--- src/rtl/imem_loader_pkg.sv ---
// Shared types and constants for the instruction-memory image loader.
package imem_loader_pkg;

    typedef enum logic [2:0] {
        StIdle,
        StLenHi,
        StLenLo,
        StData,
        StCheck,
        StDone,
        StError
    } state_e;

    localparam int unsigned BytesPerWord = 4;
    localparam int unsigned LenWidth     = 16;

endpackage

--- src/rtl/imem_loader_byte_packer.sv ---
// Assembles four consecutive bytes (MSB first) into a 32-bit word and flags
// the transfer that completes it.
module imem_loader_byte_packer
    import imem_loader_pkg::*;
(
    input  logic        clk_i,
    input  logic        rst_ni,
    input  logic        clear_i,
    input  logic        valid_i,
    input  logic [7:0]  byte_i,
    output logic        word_valid_o,
    output logic [31:0] word_o
);

    localparam logic [1:0] LastIdx = 2'(BytesPerWord - 1);

    logic [1:0]  cnt_q, cnt_d;
    logic [23:0] shift_q, shift_d;

    always_comb begin
        cnt_d   = cnt_q;
        shift_d = shift_q;
        if (clear_i) begin
            cnt_d   = '0;
            shift_d = '0;
        end else if (valid_i) begin
            cnt_d   = cnt_q + 2'd1;
            shift_d = {shift_q[15:0], byte_i};
        end
    end

    always_ff @(posedge clk_i or negedge rst_ni) begin
        if (!rst_ni) begin
            cnt_q   <= '0;
            shift_q <= '0;
        end else begin
            cnt_q   <= cnt_d;
            shift_q <= shift_d;
        end
    end

    // The fourth byte is taken straight from the input, so the word is ready
    // on the same edge that accepts it.
    assign word_valid_o = valid_i && !clear_i && (cnt_q == LastIdx);
    assign word_o       = {shift_q, byte_i};

endmodule

--- src/rtl/imem_loader.sv ---
// Loads a length-prefixed, XOR-checksummed byte image into instruction memory
// while holding the processor in reset.
module imem_loader
    import imem_loader_pkg::*;
#(
    parameter int unsigned ADDR_WIDTH     = 32,
    parameter int unsigned BASE_ADDR      = 0,
    parameter int unsigned MAX_WORDS      = 256,
    parameter int unsigned TIMEOUT_CYCLES = 1000000
) (
    input  logic                  SYS_clk,
    input  logic                  SYS_reset,
    input  logic                  load_start,
    input  logic [7:0]            byte_data,
    input  logic                  byte_valid,
    output logic                  byte_ready,
    output logic                  IMEM_wr_en,
    output logic [ADDR_WIDTH-1:0] IMEM_wr_addr,
    output logic [31:0]           IMEM_wr_data,
    output logic                  cpu_hold,
    output logic                  load_done,
    output logic                  load_error
);

    localparam logic [ADDR_WIDTH-1:0] BaseAddr = ADDR_WIDTH'(BASE_ADDR);

    state_e                state_q, state_d;
    logic [7:0]            len_hi_q, len_hi_d;
    logic [LenWidth-1:0]   n_q, n_d;
    logic [LenWidth-1:0]   idx_q, idx_d;
    logic [7:0]            csum_q, csum_d;
    logic [31:0]           tmo_q, tmo_d;
    logic                  wr_en_q;
    logic [ADDR_WIDTH-1:0] wr_addr_q, wr_addr_d;
    logic [31:0]           wr_data_q, wr_data_d;

    logic                  xfer;
    logic                  start_load;
    logic                  pk_valid;
    logic                  pk_word_valid;
    logic [31:0]           pk_word;
    logic [LenWidth-1:0]   len_rx;

    assign byte_ready = (state_q == StLenHi) || (state_q == StLenLo) ||
                        (state_q == StData)  || (state_q == StCheck);
    assign xfer       = byte_valid && byte_ready;
    assign len_rx     = {len_hi_q, byte_data};
    assign start_load = load_start && ((state_q == StIdle) || (state_q == StError));
    assign pk_valid   = xfer && (state_q == StData);

    imem_loader_byte_packer u_packer (
        .clk_i        (SYS_clk),
        .rst_ni       (SYS_reset),
        .clear_i      (start_load),
        .valid_i      (pk_valid),
        .byte_i       (byte_data),
        .word_valid_o (pk_word_valid),
        .word_o       (pk_word)
    );

    always_comb begin
        state_d  = state_q;
        len_hi_d = len_hi_q;
        n_d      = n_q;
        idx_d    = idx_q;
        csum_d   = csum_q;
        tmo_d    = tmo_q;

        // Idle-cycle counter only runs while waiting on the byte source.
        if (byte_ready) begin
            tmo_d = xfer ? 32'd0 : tmo_q + 32'd1;
        end

        unique case (state_q)
            StIdle: ;
            StLenHi: begin
                if (xfer) begin
                    len_hi_d = byte_data;
                    csum_d   = csum_q ^ byte_data;
                    state_d  = StLenLo;
                end
            end
            StLenLo: begin
                if (xfer) begin
                    n_d    = len_rx;
                    csum_d = csum_q ^ byte_data;
                    if (len_rx == '0) begin
                        state_d = StCheck;
                    end else if (32'(len_rx) > MAX_WORDS) begin
                        state_d = StError;
                    end else begin
                        state_d = StData;
                    end
                end
            end
            StData: begin
                if (xfer) begin
                    csum_d = csum_q ^ byte_data;
                end
                if (pk_word_valid) begin
                    idx_d = idx_q + 1'b1;
                    if (idx_q == n_q - 1'b1) begin
                        state_d = StCheck;
                    end
                end
            end
            StCheck: begin
                if (xfer) begin
                    state_d = (byte_data == csum_q) ? StDone : StError;
                end
            end
            StDone:  state_d = StIdle;
            StError: ;
            default: state_d = StIdle;
        endcase

        // A transfer on the expiry cycle keeps the load alive.
        if (byte_ready && !xfer && (tmo_q + 32'd1 >= TIMEOUT_CYCLES)) begin
            state_d = StError;
        end

        if (start_load) begin
            state_d = StLenHi;
            idx_d   = '0;
            csum_d  = '0;
            tmo_d   = '0;
        end
    end

    always_comb begin
        wr_addr_d = wr_addr_q;
        wr_data_d = wr_data_q;
        if (pk_word_valid) begin
            wr_addr_d = BaseAddr + (ADDR_WIDTH'(idx_q) << 2);
            wr_data_d = pk_word;
        end
    end

    always_ff @(posedge SYS_clk or negedge SYS_reset) begin
        if (!SYS_reset) begin
            state_q   <= StIdle;
            len_hi_q  <= '0;
            n_q       <= '0;
            idx_q     <= '0;
            csum_q    <= '0;
            tmo_q     <= '0;
            wr_en_q   <= 1'b0;
            wr_addr_q <= '0;
            wr_data_q <= '0;
        end else begin
            state_q   <= state_d;
            len_hi_q  <= len_hi_d;
            n_q       <= n_d;
            idx_q     <= idx_d;
            csum_q    <= csum_d;
            tmo_q     <= tmo_d;
            wr_en_q   <= pk_word_valid;
            wr_addr_q <= wr_addr_d;
            wr_data_q <= wr_data_d;
        end
    end

    assign IMEM_wr_en   = wr_en_q;
    assign IMEM_wr_addr = wr_addr_q;
    assign IMEM_wr_data = wr_data_q;
    assign cpu_hold     = (state_q != StIdle);
    assign load_done    = (state_q == StDone);
    assign load_error   = (state_q == StError);

endmodule
--- config.mk ---
export PLATFORM = sky130hd
export DESIGN_NAME = imem_loader
export DESIGN_NICKNAME = d
export VERILOG_FILES = /design/src/rtl/imem_loader_pkg.sv /design/src/rtl/imem_loader_byte_packer.sv /design/src/rtl/imem_loader.sv
export SDC_FILE = /design/constraint.sdc
export NUM_CORES = 1
export LEC_CHECK = 0
export CORE_UTILIZATION = 58
export CTS_BUF_LIST = sky130_fd_sc_hd__clkbuf_4 sky130_fd_sc_hd__clkbuf_8 sky130_fd_sc_hd__clkbuf_16
export DETAILED_ROUTE_END_ITERATION = 10
export DONT_BUFFER_PORTS = 1
export GPL_ROUTABILITY_DRIVEN = 1
export GPL_TIMING_DRIVEN = 0
export HOLD_SLACK_MARGIN = 0.05
export PLACE_DENSITY = 0.79
export SETUP_SLACK_MARGIN = 0.4
export SLEW_MARGIN = 20
export SYNTH_ARGS = -nofsm -noshare
export SYNTH_HDL_FRONTEND = slang
export SYNTH_HIERARCHICAL = 1
export SYNTH_SLANG_ARGS = --single-unit
--- constraint.sdc ---
create_clock -name SYS_clk -period 3.4 [get_ports SYS_clk]
set_input_delay 0 -clock SYS_clk [delete_from_list [all_inputs] [get_ports SYS_clk]]
set_output_delay 0 -clock SYS_clk [all_outputs]
set_load 0.05 [all_outputs]
Word level (Yosys, flattened, before mapping)
Index checks and enable logic that the tools add are counted.
Widths: inputs -> output; s select.

word-level totals
  logic and storage cells = 86
  bits in registers = 158
  output and inout bits = 69

cells by class
  add/sub/neg operators = 4
  reductions and logical operators = 29
  $lt $le $gt $ge = 2
  equal/unequal tests = 15
  muxes and demuxes = 24
  bitwise logic cells = 1

operators by type and width
  cell                   count
  $mux 32                3
  $mux 16                3
  $mux 24                2
  $add 32x1->32 const B  1
  $ge 32x20->1 const B   1
  $mux 3                 9
  $mux 8                 3
  $add 16x1->16 const B  1
  $eq 16x16->1           1
  $gt 16x9->1 const B    1
  $logic_not 16->1       1
  $ne 4x2->1 const B     4
  $sub 16x1->16 const B  1
  $pmux 3 s5             1
  $reduce_bool 2->1      6
  $eq 3x3->1 const B     3
  $eq 8x8->1             1
  $reduce_and 2->1       4
  $xor 8x8->8            1
  $logic_and 1x1->1      7
  $eq 3x2->1 const B     2
  $mux 2                 3
  $reduce_and 6->1       1
  $logic_or 1x1->1       4
  10 further kinds       11

Longest topological paths before layout
  word-level depth = 12
  gate-level depth with buffers = 17

Hierarchy
The synthesis kept the hierarchy.

by module, submodules not included
  module                   times used  cells each  seq. area each (um^2)  area each (um^2)
  imem_loader              1           722         3303.2                 7095.6
  imem_loader_byte_packer  1           95          650.6                  1156.1

Least setup slack after synthesis
OpenSTA, ideal clock, no wires.

  kind = register to register
  start = reg state_q[2]
  end = reg idx_q[11]
  stages on the path, launching flop included = 18
  setup slack = -325 ps
  arrival time = 3602 ps
  path through = dfrtp_1 -> clkbuf_1 -> xor2_1 -> or3b_2 -> clkbuf_1 -> clkinv_1 -> clkbuf_1 -> buf_2 -> buf_2 -> nor2_1 -> and3_1 -> o21ba_2 -> or2_2 -> nand4_1 -> nor2_1 -> and3_1 -> xnor2_1 -> nor2_1

RTL lines
  item                                           RTL line                       RTL
  start, declared                                imem_loader.sv:27              state_e state_q, state_d;
  start signal, assigned                         imem_loader.sv:141             state_q <= StIdle;
  start signal, assigned                         imem_loader.sv:151             state_q <= state_d;
  $eq 3x3->1 or $logic_not 3->1 (tied branches)  imem_loader.sv:48              assign start_load = load_start && ((state_q == StIdle) || (state_q == StError));
  $logic_or 1x1->1 (*)                           imem_loader.sv:48
  $logic_and 1x1->1 (*)                          imem_loader.sv:48
  via start_load                                 imem_loader.sv:38              logic start_load;
  $logic_not 1->1 (*)                            imem_loader_byte_packer.sv:44  assign word_valid_o = valid_i && !clear_i && (cnt_q == LastIdx);
  $logic_and 1x1->1 (*) (2 in a row)             imem_loader_byte_packer.sv:44
  via pk_word_valid                              imem_loader.sv:40              logic pk_word_valid;
  $reduce_bool 2->1 (no line) (*)                --
  $reduce_and 2->1 (no line) (*)                 --
  end signal, assigned                           imem_loader.sv:154             idx_q <= idx_d;
  end, declared                                  imem_loader.sv:30              logic [LenWidth-1:0] idx_q, idx_d;

The timed path passes the listed nets; every way through them passes the cells marked *.
A chain may end at the register's enable or synchronous reset.

Final worst setup path
  start = reg n_q[1]
  end = reg state_q[2]

on the way
  word-level cells in the longest chain between the ends = 4

ends and longest elaborated chain
  item                        RTL line            RTL
  start, declared             imem_loader.sv:29   logic [LenWidth-1:0] n_q, n_d;
  start signal, assigned      imem_loader.sv:153  n_q <= n_d;
  $sub 16x1->16               imem_loader.sv:102  if (idx_q == n_q - 1'b1) begin
  $eq 16x16->1                imem_loader.sv:102
  $ne 4x1->1 (no line)        --
  $reduce_and 6->1 (no line)  --

No other way between the ends.

==> impl_metrics.toml <==
[sta]
timing.final.crit_share = 0.899
tightest_slew_ns = 0.913
fin_hold_ws_ns = -0.741
layout_min_cycle_time_ns = 3.06
setup_slack_ns = 0.342
finalMaxSlewViolations = 0
fmax_ghz = 0.327
rsz0062_at_grt = "true"
hold_viol_final = 158
fin_worst_skew_ns = 0.00541
setup_viol = 0
setup_tns_ns = 0
slew_headroom = 0.389

[cells_and_area]
regArea_mm2 = 0.00395
fillers = 988
area_delta_synth_final_pct = 18.5
finalNetCount = 900
instances_no_fill = 1076
diodes = 0
drive_gt1_frac = 0.251
multi_input_area_mm2 = 0.00409
post-route-util = 0.705
postLayoutCellArea_mm2 = 0.00978

[synth]
synthCells = 817
synth.cells.most_frequent = "dfrtp_1, nor2_1, mux2_2"
ys_seq_elements = 158
yosysWarnings = 6
ys_top_cells_by_area = "dfrtp_1, mux2_2, nor2_1"
syn_area_mm2 = 0.00825
synth_most_common_cell = "dfrtp_1"
synth.distinct_cells = 69
synth_ff_type = "dfrtp_1"
synthArstFlopShare = 1.00
synth_top_cell_by_area = "dfrtp_1"
synth_top_area_frac = 0.479
yosysSeqAreaShare = 0.479
synth_edf_count = 0
synth.avg_cell_area_um2 = 10.1

[grt]
first_global_vias = 6258
antenna_found_initial = 0
grt_pass1_wl_um = 32600
gr-total-overflow = 0
grt_use_total = 0.294
grt_max_degree = 159

[clock_tree]
clock_sinks = 158
path_clk_slew_ns = 0.06
root_buffer = "clkbuf_16"
hold_buffers = 10
cts_made_buffers = 17
cts_max_level = 4
ctsLongestPathBuffers = 2
clk_latency_ns = 0.43
cts_tree = "yes"

[pwr]
power_density_mw_per_mm2 = 706
finalPower_mw = 6.90
leakage_nw = 4.28
ir_drop_mv = 0.462

[place]
numPortBuffers = 0
place_hpwl_um = 13300
place_ws_ns = -0.102
placedCellCount = 1012
gp_congestion = 0.900
placed_cell_area_mm2 = 0.00864

[route]
dr.pass1.iters = 8
postRouteAntennaNets = 0
wl_per_cell_um = 19.4
dr.first_iter.drc_count = 455
vias = 6573
drc_errors = 0
vias_per_cell = 6.11
drt_wl_total_um = 20900

[critical_path]
endpoint_kind = "register"
startpoint_type = "register"
crit_top_cell = "a31oi_1"
cp_slowest_stage_delay_ns = 0.53
critPathRequiredTime_ns = 3.73
worstSetupPathType = "reg -> reg"
crit_chain = "inv_2 > ha_4 > or3b_4 > buf_8 > or4_4 > or3b_1 > a31oi_1 > o2111a_2 > a31oi_1 > o311ai_1"
crit_fanout = 8
critPathArrivalTime_ns = 3.38
worst_path_max_delay_cell = "or4_4"

[worst_hold_path]
hold_class = "in -> async"

[floorplan]
io_pins = 81
dieArea_mm2 = 0.0147
die_w_um = 121
start_util = 0.594
rows = 43
core-area_mm2 = 0.0139
fp.dieH_um = 121

[run_status]
status = "finished with violations"
violations = "negative hold slack"

[job]
maxCapViolCount = 0
flip-flops by register name, indices dropped and copies added (netlist names):
register	flops
u_packer/cnt_q	2
csum_q	8
u_packer/shift_q	24
state_q	3
IMEM_wr_addr	16
idx_q	16
IMEM_wr_en	1
n_q	16
IMEM_wr_data	32
len_hi_q	8
tmo_q	32
layout by cell type (no fill, tap or decap), types with 18 or more instances in the layout:
cell,instances
o21ai_0,64
nand2_1,57
nand4_1,18
xnor2_1,33
mux2_2,73
buf_4,50
dfrtp_1,158
nand3_1,25
mux2i_1,27
xor2_1,20
nor2_1,87
clkbuf_16,19
repair_timing:
| action | in CTS | in global routing |
|---|---|---|
| setup buffers | 13 | 10 |
| setup endpoints to repair | 63 | 32 |
| gates resized for setup | 36 | 34 |
| endpoints found under the hold margin | 205 | 158 |
| pin swaps | 10 | 17 |
routing by layer:
| metal | share of wire | track usage | vias to the layer above |
|---|---|---|---|
| met1 | 0.41 | 0.388 | 3218 |
| li1 | - | - | 3005 |
| met4 | 0.025 | 0.122 | 0 |
| met3 | 0.085 | 0.0869 | 46 |
| met5 | 0 | 0 | - |
| met2 | 0.48 | 0.451 | 304 |
critical path: cells and delay by family (launching register included):
kind,cells,cell delay [ns]
DFF,1,0.40
buffers and inverters,2,0.23
adders and majority gates,1,0.14
and+or+nand+nor,3,1.29
AOI/OAI and AO/OA,4,0.88
cell families after synthesis:
family,count (synthesis),share of synthesized area
mux,100,0.132
xor+xnor,55,0.0584
simple gates,273,0.161
other cells,1,0.000454
compound gates,138,0.104
flops,158,0.479
fa+ha+maj,4,0.00607
buf+inv,88,0.0584
power by group:
part	leakage, nW	internal, mW	switching, mW
registers	2.14	2.20	0.382
clock network	0.299	1.25	0.789
logic	1.84	1.00	1.29
total	4.28	4.45	2.46
path summary, 6_finish.rpt:
kind                            slack, ns                              from  depth (start not counted)                           end
worst max register to register       0.34                n_q[1]$_DFFE_PN0P_                         10        state_q[2]$_DFFE_PN0P_
min in group SYS_clk                 0.13                        load_start                          3          idx_q[0]$_DFFE_PN0P_
worst min register to register       0.51  u_packer/shift_q[21]$_DFFE_PN0P_                          1  IMEM_wr_data[29]$_DFFE_PN0P_
max in group asynchronous            3.92                         SYS_reset                          0         tmo_q[24]$_DFFE_PN0P_
worst min-delay path                -0.74                         SYS_reset                          0  IMEM_wr_addr[13]$_DFFE_PN0P_
worst max-delay path                 0.34                n_q[1]$_DFFE_PN0P_                         10        state_q[2]$_DFFE_PN0P_
cell type report:
class | instances | share of cell area
Buffer | 78 | 0.0578
Clock buffer | 18 | 0.0449
Clock inverter | 13 | 0.0192
Inverter | 10 | 0.00512
Multi-Input combinational cell | 586 | 0.418
Sequential cell | 158 | 0.404
Tap cell | 180 | 0.0230
Timing Repair Buffer | 33 | 0.0279
No activity file was read; power rests on OpenSTA's default activity.
